$ cat src/rtl/wb_commit_buffer.sv
// In-order writeback buffer: queues up to two results per cycle and drains up to
// two per cycle onto the dual register-file write ports, never two writes to one rd.
// Optional macro WB_FWD_EN adds a combinational two-port lookup of pending results.
module wb_commit_buffer #(
    parameter int unsigned DEPTH = 8,
    parameter int unsigned AW    = 5,
    parameter int unsigned DW    = 32
) (
    input  logic                    clk,
    input  logic                    rst,
    input  logic                    in0_valid,
    input  logic                    in0_we,
    input  logic [AW-1:0]           in0_rd,
    input  logic [DW-1:0]           in0_data,
    input  logic                    in1_valid,
    input  logic                    in1_we,
    input  logic [AW-1:0]           in1_rd,
    input  logic [DW-1:0]           in1_data,
    output logic                    in_ready,
    input  logic                    hold,
    output logic [AW-1:0]           rd1,
    output logic [DW-1:0]           wb_data1,
    output logic                    wb_we1,
    output logic [AW-1:0]           rd2,
    output logic [DW-1:0]           wb_data2,
    output logic                    wb_we2,
`ifdef WB_FWD_EN
    input  logic [AW-1:0]           q_rs1,
    input  logic [AW-1:0]           q_rs2,
    output logic                    q_hit1,
    output logic                    q_hit2,
    output logic [DW-1:0]           q_data1,
    output logic [DW-1:0]           q_data2,
`endif
    output logic [$clog2(DEPTH):0]  count,
    output logic                    empty,
    output logic                    full
);

    localparam int unsigned PW = $clog2(DEPTH);
    localparam int unsigned CW = PW + 1;

    logic [AW-1:0] rd_mem_q   [DEPTH];
    logic [DW-1:0] data_mem_q [DEPTH];

    logic [PW-1:0] wr_ptr_q, wr_ptr_d;
    logic [PW-1:0] rd_ptr_q, rd_ptr_d;
    logic [CW-1:0] count_q, count_d;

    logic [AW-1:0] rd1_q, rd1_d, rd2_q, rd2_d;
    logic [DW-1:0] wb_data1_q, wb_data1_d, wb_data2_q, wb_data2_d;
    logic          wb_we1_q, wb_we1_d, wb_we2_q, wb_we2_d;

    logic          live0_c, live1_c, push_en_c;
    logic [1:0]    n_push_c, n_pop_c;
    logic [PW-1:0] head1_c, slot1_c;

    // Lanes that do not actually write a non-zero register are dropped here
    assign live0_c   = in0_valid && in0_we && (in0_rd != '0);
    assign live1_c   = in1_valid && in1_we && (in1_rd != '0);
    assign push_en_c = in_ready;
    assign n_push_c  = push_en_c ? (2'(live0_c) + 2'(live1_c)) : 2'd0;
    assign slot1_c   = wr_ptr_q + PW'(live0_c);
    assign head1_c   = rd_ptr_q + PW'(1);

    // Room for a full pair, judged from registered occupancy only
    assign in_ready = (count_q <= CW'(DEPTH - 2));
    assign count    = count_q;
    assign empty    = (count_q == '0);
    assign full     = (count_q == CW'(DEPTH));

    assign rd1      = rd1_q;
    assign wb_data1 = wb_data1_q;
    assign wb_we1   = wb_we1_q;
    assign rd2      = rd2_q;
    assign wb_data2 = wb_data2_q;
    assign wb_we2   = wb_we2_q;

    // Pop two only when the pair targets different registers
    always_comb begin
        n_pop_c = 2'd0;
        if (!hold) begin
            if ((count_q >= CW'(2)) && (rd_mem_q[rd_ptr_q] != rd_mem_q[head1_c])) begin
                n_pop_c = 2'd2;
            end else if (count_q != '0) begin
                n_pop_c = 2'd1;
            end
        end
    end

    always_comb begin
        wr_ptr_d   = wr_ptr_q + PW'(n_push_c);
        rd_ptr_d   = rd_ptr_q + PW'(n_pop_c);
        count_d    = count_q + CW'(n_push_c) - CW'(n_pop_c);
        rd1_d      = rd1_q;
        wb_data1_d = wb_data1_q;
        wb_we1_d   = 1'b0;
        rd2_d      = rd2_q;
        wb_data2_d = wb_data2_q;
        wb_we2_d   = 1'b0;
        if (n_pop_c != 2'd0) begin
            wb_we1_d   = 1'b1;
            rd1_d      = rd_mem_q[rd_ptr_q];
            wb_data1_d = data_mem_q[rd_ptr_q];
        end
        if (n_pop_c == 2'd2) begin
            wb_we2_d   = 1'b1;
            rd2_d      = rd_mem_q[head1_c];
            wb_data2_d = data_mem_q[head1_c];
        end
    end

    always_ff @(posedge clk or posedge rst) begin
        if (rst) begin
            wr_ptr_q   <= '0;
            rd_ptr_q   <= '0;
            count_q    <= '0;
            rd1_q      <= '0;
            wb_data1_q <= '0;
            wb_we1_q   <= 1'b0;
            rd2_q      <= '0;
            wb_data2_q <= '0;
            wb_we2_q   <= 1'b0;
        end else begin
            wr_ptr_q   <= wr_ptr_d;
            rd_ptr_q   <= rd_ptr_d;
            count_q    <= count_d;
            rd1_q      <= rd1_d;
            wb_data1_q <= wb_data1_d;
            wb_we1_q   <= wb_we1_d;
            rd2_q      <= rd2_d;
            wb_data2_q <= wb_data2_d;
            wb_we2_q   <= wb_we2_d;
        end
    end

    // Entry storage; live lanes are compacted, lane 0 first
    always_ff @(posedge clk) begin
        if (push_en_c && live0_c) begin
            rd_mem_q[wr_ptr_q]   <= in0_rd;
            data_mem_q[wr_ptr_q] <= in0_data;
        end
        if (push_en_c && live1_c) begin
            rd_mem_q[slot1_c]   <= in1_rd;
            data_mem_q[slot1_c] <= in1_data;
        end
    end

`ifdef WB_FWD_EN
    logic [1:0][AW-1:0] q_rs_c;
    logic [1:0]         q_hit_c;
    logic [1:0][DW-1:0] q_data_c;
    logic [PW-1:0]      q_idx_c;

    assign q_rs_c  = {q_rs2, q_rs1};
    assign q_hit1  = q_hit_c[0];
    assign q_hit2  = q_hit_c[1];
    assign q_data1 = q_data_c[0];
    assign q_data2 = q_data_c[1];

    // Later matches override earlier ones: port 1, port 2, then buffer oldest to youngest
    always_comb begin
        q_hit_c  = '0;
        q_data_c = '0;
        q_idx_c  = '0;
        for (int unsigned k = 0; k < 2; k++) begin
            if (q_rs_c[k] != '0) begin
                if (wb_we1_q && (rd1_q == q_rs_c[k])) begin
                    q_hit_c[k]  = 1'b1;
                    q_data_c[k] = wb_data1_q;
                end
                if (wb_we2_q && (rd2_q == q_rs_c[k])) begin
                    q_hit_c[k]  = 1'b1;
                    q_data_c[k] = wb_data2_q;
                end
                for (int unsigned i = 0; i < DEPTH; i++) begin
                    q_idx_c = rd_ptr_q + PW'(i);
                    if ((CW'(i) < count_q) && (rd_mem_q[q_idx_c] == q_rs_c[k])) begin
                        q_hit_c[k]  = 1'b1;
                        q_data_c[k] = data_mem_q[q_idx_c];
                    end
                end
            end
        end
    end
`endif

endmodule

$ cat config.mk
export PLATFORM = sky130hd
export DESIGN_NAME = wb_commit_buffer
export DESIGN_NICKNAME = d
export VERILOG_FILES = /design/src/rtl/wb_commit_buffer.sv
export SDC_FILE = /design/constraint.sdc
export NUM_CORES = 1
export LEC_CHECK = 0
export CAP_MARGIN = 5
export CORE_ASPECT_RATIO = 1.75
export CORE_MARGIN = 2
export CORE_UTILIZATION = 36
export DETAILED_ROUTE_END_ITERATION = 8
export PLACE_DENSITY = 0.67
export SYNTH_ARGS = -nofsm -noshare
export SYNTH_HDL_FRONTEND = slang
export SYNTH_SLANG_ARGS = --single-unit
$ cat constraint.sdc
create_clock -name clk -period 4.2 [get_ports clk]
set_input_delay 0.84 -clock clk [delete_from_list [all_inputs] [get_ports clk]]
set_output_delay 0.84 -clock clk [all_outputs]
set_load 0.005 [all_outputs]
==> results.md <==
- P&R area growth vs syn: 21.9%
- I/O pins: ~160
- Number of synthesized register bits: ~380
- RSZ-0062 raised after global routing: false
- Slew Limit Fails: 0
- Share of cells above drive strength 1: approximately a quarter
- Worst EP required: 4660 ps
- Largest net degree at the start of global routing: 76
- Status: complete, no violations
- Clk_lat worst skew: 540 ps
- Sequential fraction of the synthesis area: 54.2%
- Starting Density: roughly 36%
- Clock skew: roughly 15 ps
- Max Cap Viol: 0
- Die area: roughly 59000 sq um
- Vias in the first global route: between 10000 and 15000
- Drt total wl: between 50 and 60 mm
- First-pass DRT Iterations: 7
- Post-DP HPWL: about 37 mm
- Non-Filler Instances: approximately 2100
- Fin nets: around 1500
- Synthesized netlist net count: 1298
- Crit path capture type: flop
- Final setup viols: 0
- Clock transition at path regs: 70 ps
- CTS Sinks: about 380
- Synthesized area per cell: roughly 17 sq um
- Routed wire per std cell: 26.1 um
- Core area: between 50000 and 60000 sq um
- Antenna violations before repair: 4
- Htree depth: 2
- Post-synthesis async set-or-reset flop share: 22.5%
- Clock Tree Root: clkbuf_16
- Period utilisation layout: 91.9%
- Ys Warns: 0
- CTS Buf Count: 39
- Die Y: roughly 320 um
- Critical Path Source Type: flop
- Commonest non-fill, non-tap cell in the layout: mux2_1
- Hold_buf cts: 0
- Util after Layout: 44.3%
- Ys flop type: edfxtp_1
- Final hold violation count: 0
- Final Power: ~17 mW
- EDFF count, synth: ~300
- Syn Inst Count: 1200
- Grt ovf: 0
- Iteration-0 DRC Markers: 718
- Filler cells: slightly below 5000
- Worst Tran Pin Value: approximately 1100 ps
- VDD IR max: about 0.35 mV
- CTS tree: yes
- Max_slew headroom: between 20% and 30%
- Register area: ~11000 sq um
- Vias/cell: between 5 and 6
- Power per cell area: 685 nW/um^2
- Min Tclk post-route: around 3900 ps
- Post-synthesis cell type count: 40
- Arr. time, crit path: between 4000 and 5000 ps
- Hold Path Class: flop to flop
- Crit path kind: flop to flop
- Placed Instances: around 2000
- Max clock buf depth: 3
- Max Freq: approximately 260 MHz
- Row count: between 100 and 150
- Final ANT Viol Nets: 0
- Vias: 11900
- Setup TNS: 0 ps
- Area of the multi-input gates: 9030 sq um
- Die width: roughly 180 um
- PortBufs: 163
- Largest fanout on the critical path: 23
- Most frequent cells in the layout: 328 x mux2_1, 296 x edfxtp_1, 163 x clkdlybuf4s50_1
- Mapped Area: approximately 20000 sq um
- GRT Util Overall: roughly a fifth
- RePlAce Congestion: just under 0.8
- First-pass GRT wire length: approximately 83 mm
- Leak Pwr: 8.64 nW
- Drt drc: 0
-- cell usage after synthesis, types with 3 or more instances --
library cell,n,area [sq um]
mux2_1,328,3690
edfxtp_1,296,8890
mux4_2,143,3220
dfrtp_1,86,2150
mux2i_1,63,631
nor2_1,43,161
a21oi_1,38,190
buf_2,33,165
clkbuf_1,32,120
mux2_2,32,360
inv_1,16,60.1
ha_1,13,163
buf_1,12,45.0
nand2_1,10,37.5
xor2_1,9,78.8
buf_6,4,45.0
fa_1,4,80.1
and3_1,3,18.8
buf_4,3,22.5
nand3_1,3,15.0
o21ai_0,3,15.0
-- routing by layer --
metal	GRT usage, %	part of all wire [%]
met5	0	0
met1	21.9	37
met4	9.35	4.8
met2	35.0	54
met3	2.34	4.4
-- repair_timing --
action,CTS,global route
endpoints found under the setup margin,1,1
setup buffers,4,0
pin swaps,0,0
resized for setup,0,2
-- state kept, by name, indices dropped and copies added (netlist names) --
register	cells
data_mem_q	256
rd_mem_q	40
wb_data1	32
wb_data2	32
rd1	5
rd2	5
count	4
rd_ptr_q	3
wr_ptr_q	3
wb_we1	1
wb_we2	1
-- power breakdown --
| part | switching [mW] | internal, mW | leakage (nW) |
|---|---|---|---|
| Combinational | 3.85 | 4.27 | 4.37 |
| Sequential | 0.408 | 4.93 | 3.65 |
| Clock | 1.48 | 2.07 | 0.620 |
-- layout make-up --
class                      count  area share [%]
clock buffer                  53            4.39
multi-input combinational    716            36.4
tap                          702            3.53
inverter                      17           0.267
timing repair buffer         234            10.2
clock inverter                16           0.775
antenna                        4          0.0403
sequential                   382            44.5
-- final timing paths --
kind                        startpoint      endpoint  slack [ps]  depth (start not counted)
setup / recovery           rd_ptr_q[1]      count[3]         340                         12
hold / removal             wb_data2[1]   wb_data2[1]         490                          1
setup reg to reg           rd_ptr_q[1]      count[3]         340                         12
hold reg to reg            wb_data2[1]   wb_data2[1]         490                          1
max in group asynchronous          rst  wb_data1[23]        2540                          3
min in group asynchronous          rst   wb_data1[0]         820                          2
-- through the flow --
| step | setup WS, ps | hold WS (ps) | cell area, sq um |
|---|---|---|---|
| after floorplan | -47.0 | 483 | 20400 |
| after global placement | 59.3 | 472 | 23500 |
| after detailed placement | 10.4 | 475 | 23500 |
| after CTS | 30.9 | 491 | 24800 |
| after global routing | 109 | 499 | 24900 |
| final | 339 | 485 | 24900 |
-- cells by family (layout without fill, tap and decap cells) --
| group | after synthesis | after routing | share of synthesized area (%) |
|---|---|---|---|
| xor+xnor | 12 | 12 | 0.608 |
| compound gates | 50 | 50 | 1.39 |
| fa+ha+maj | 17 | 17 | 1.19 |
| flops | 382 | 382 | 54.2 |
| simple gates | 71 | 71 | 1.53 |
| other cells | 0 | 4 | 0 |
| buf+inv | 102 | 320 | 2.34 |
| mux | 566 | 566 | 38.8 |
-- worst max-delay path: stages (launching register included) --
cell,delay (ps)
dfrtp_4,490
ha_4,530
mux2i_1,140
mux4_2,530
xor2_1,190
nor3_2,360
a221oi_2,140
fa_1,520
inv_1,70
ha_1,280
a21o_1,170
a21oi_1,170
xor2_1,180
No activity file was read; power rests on OpenSTA's default activity.
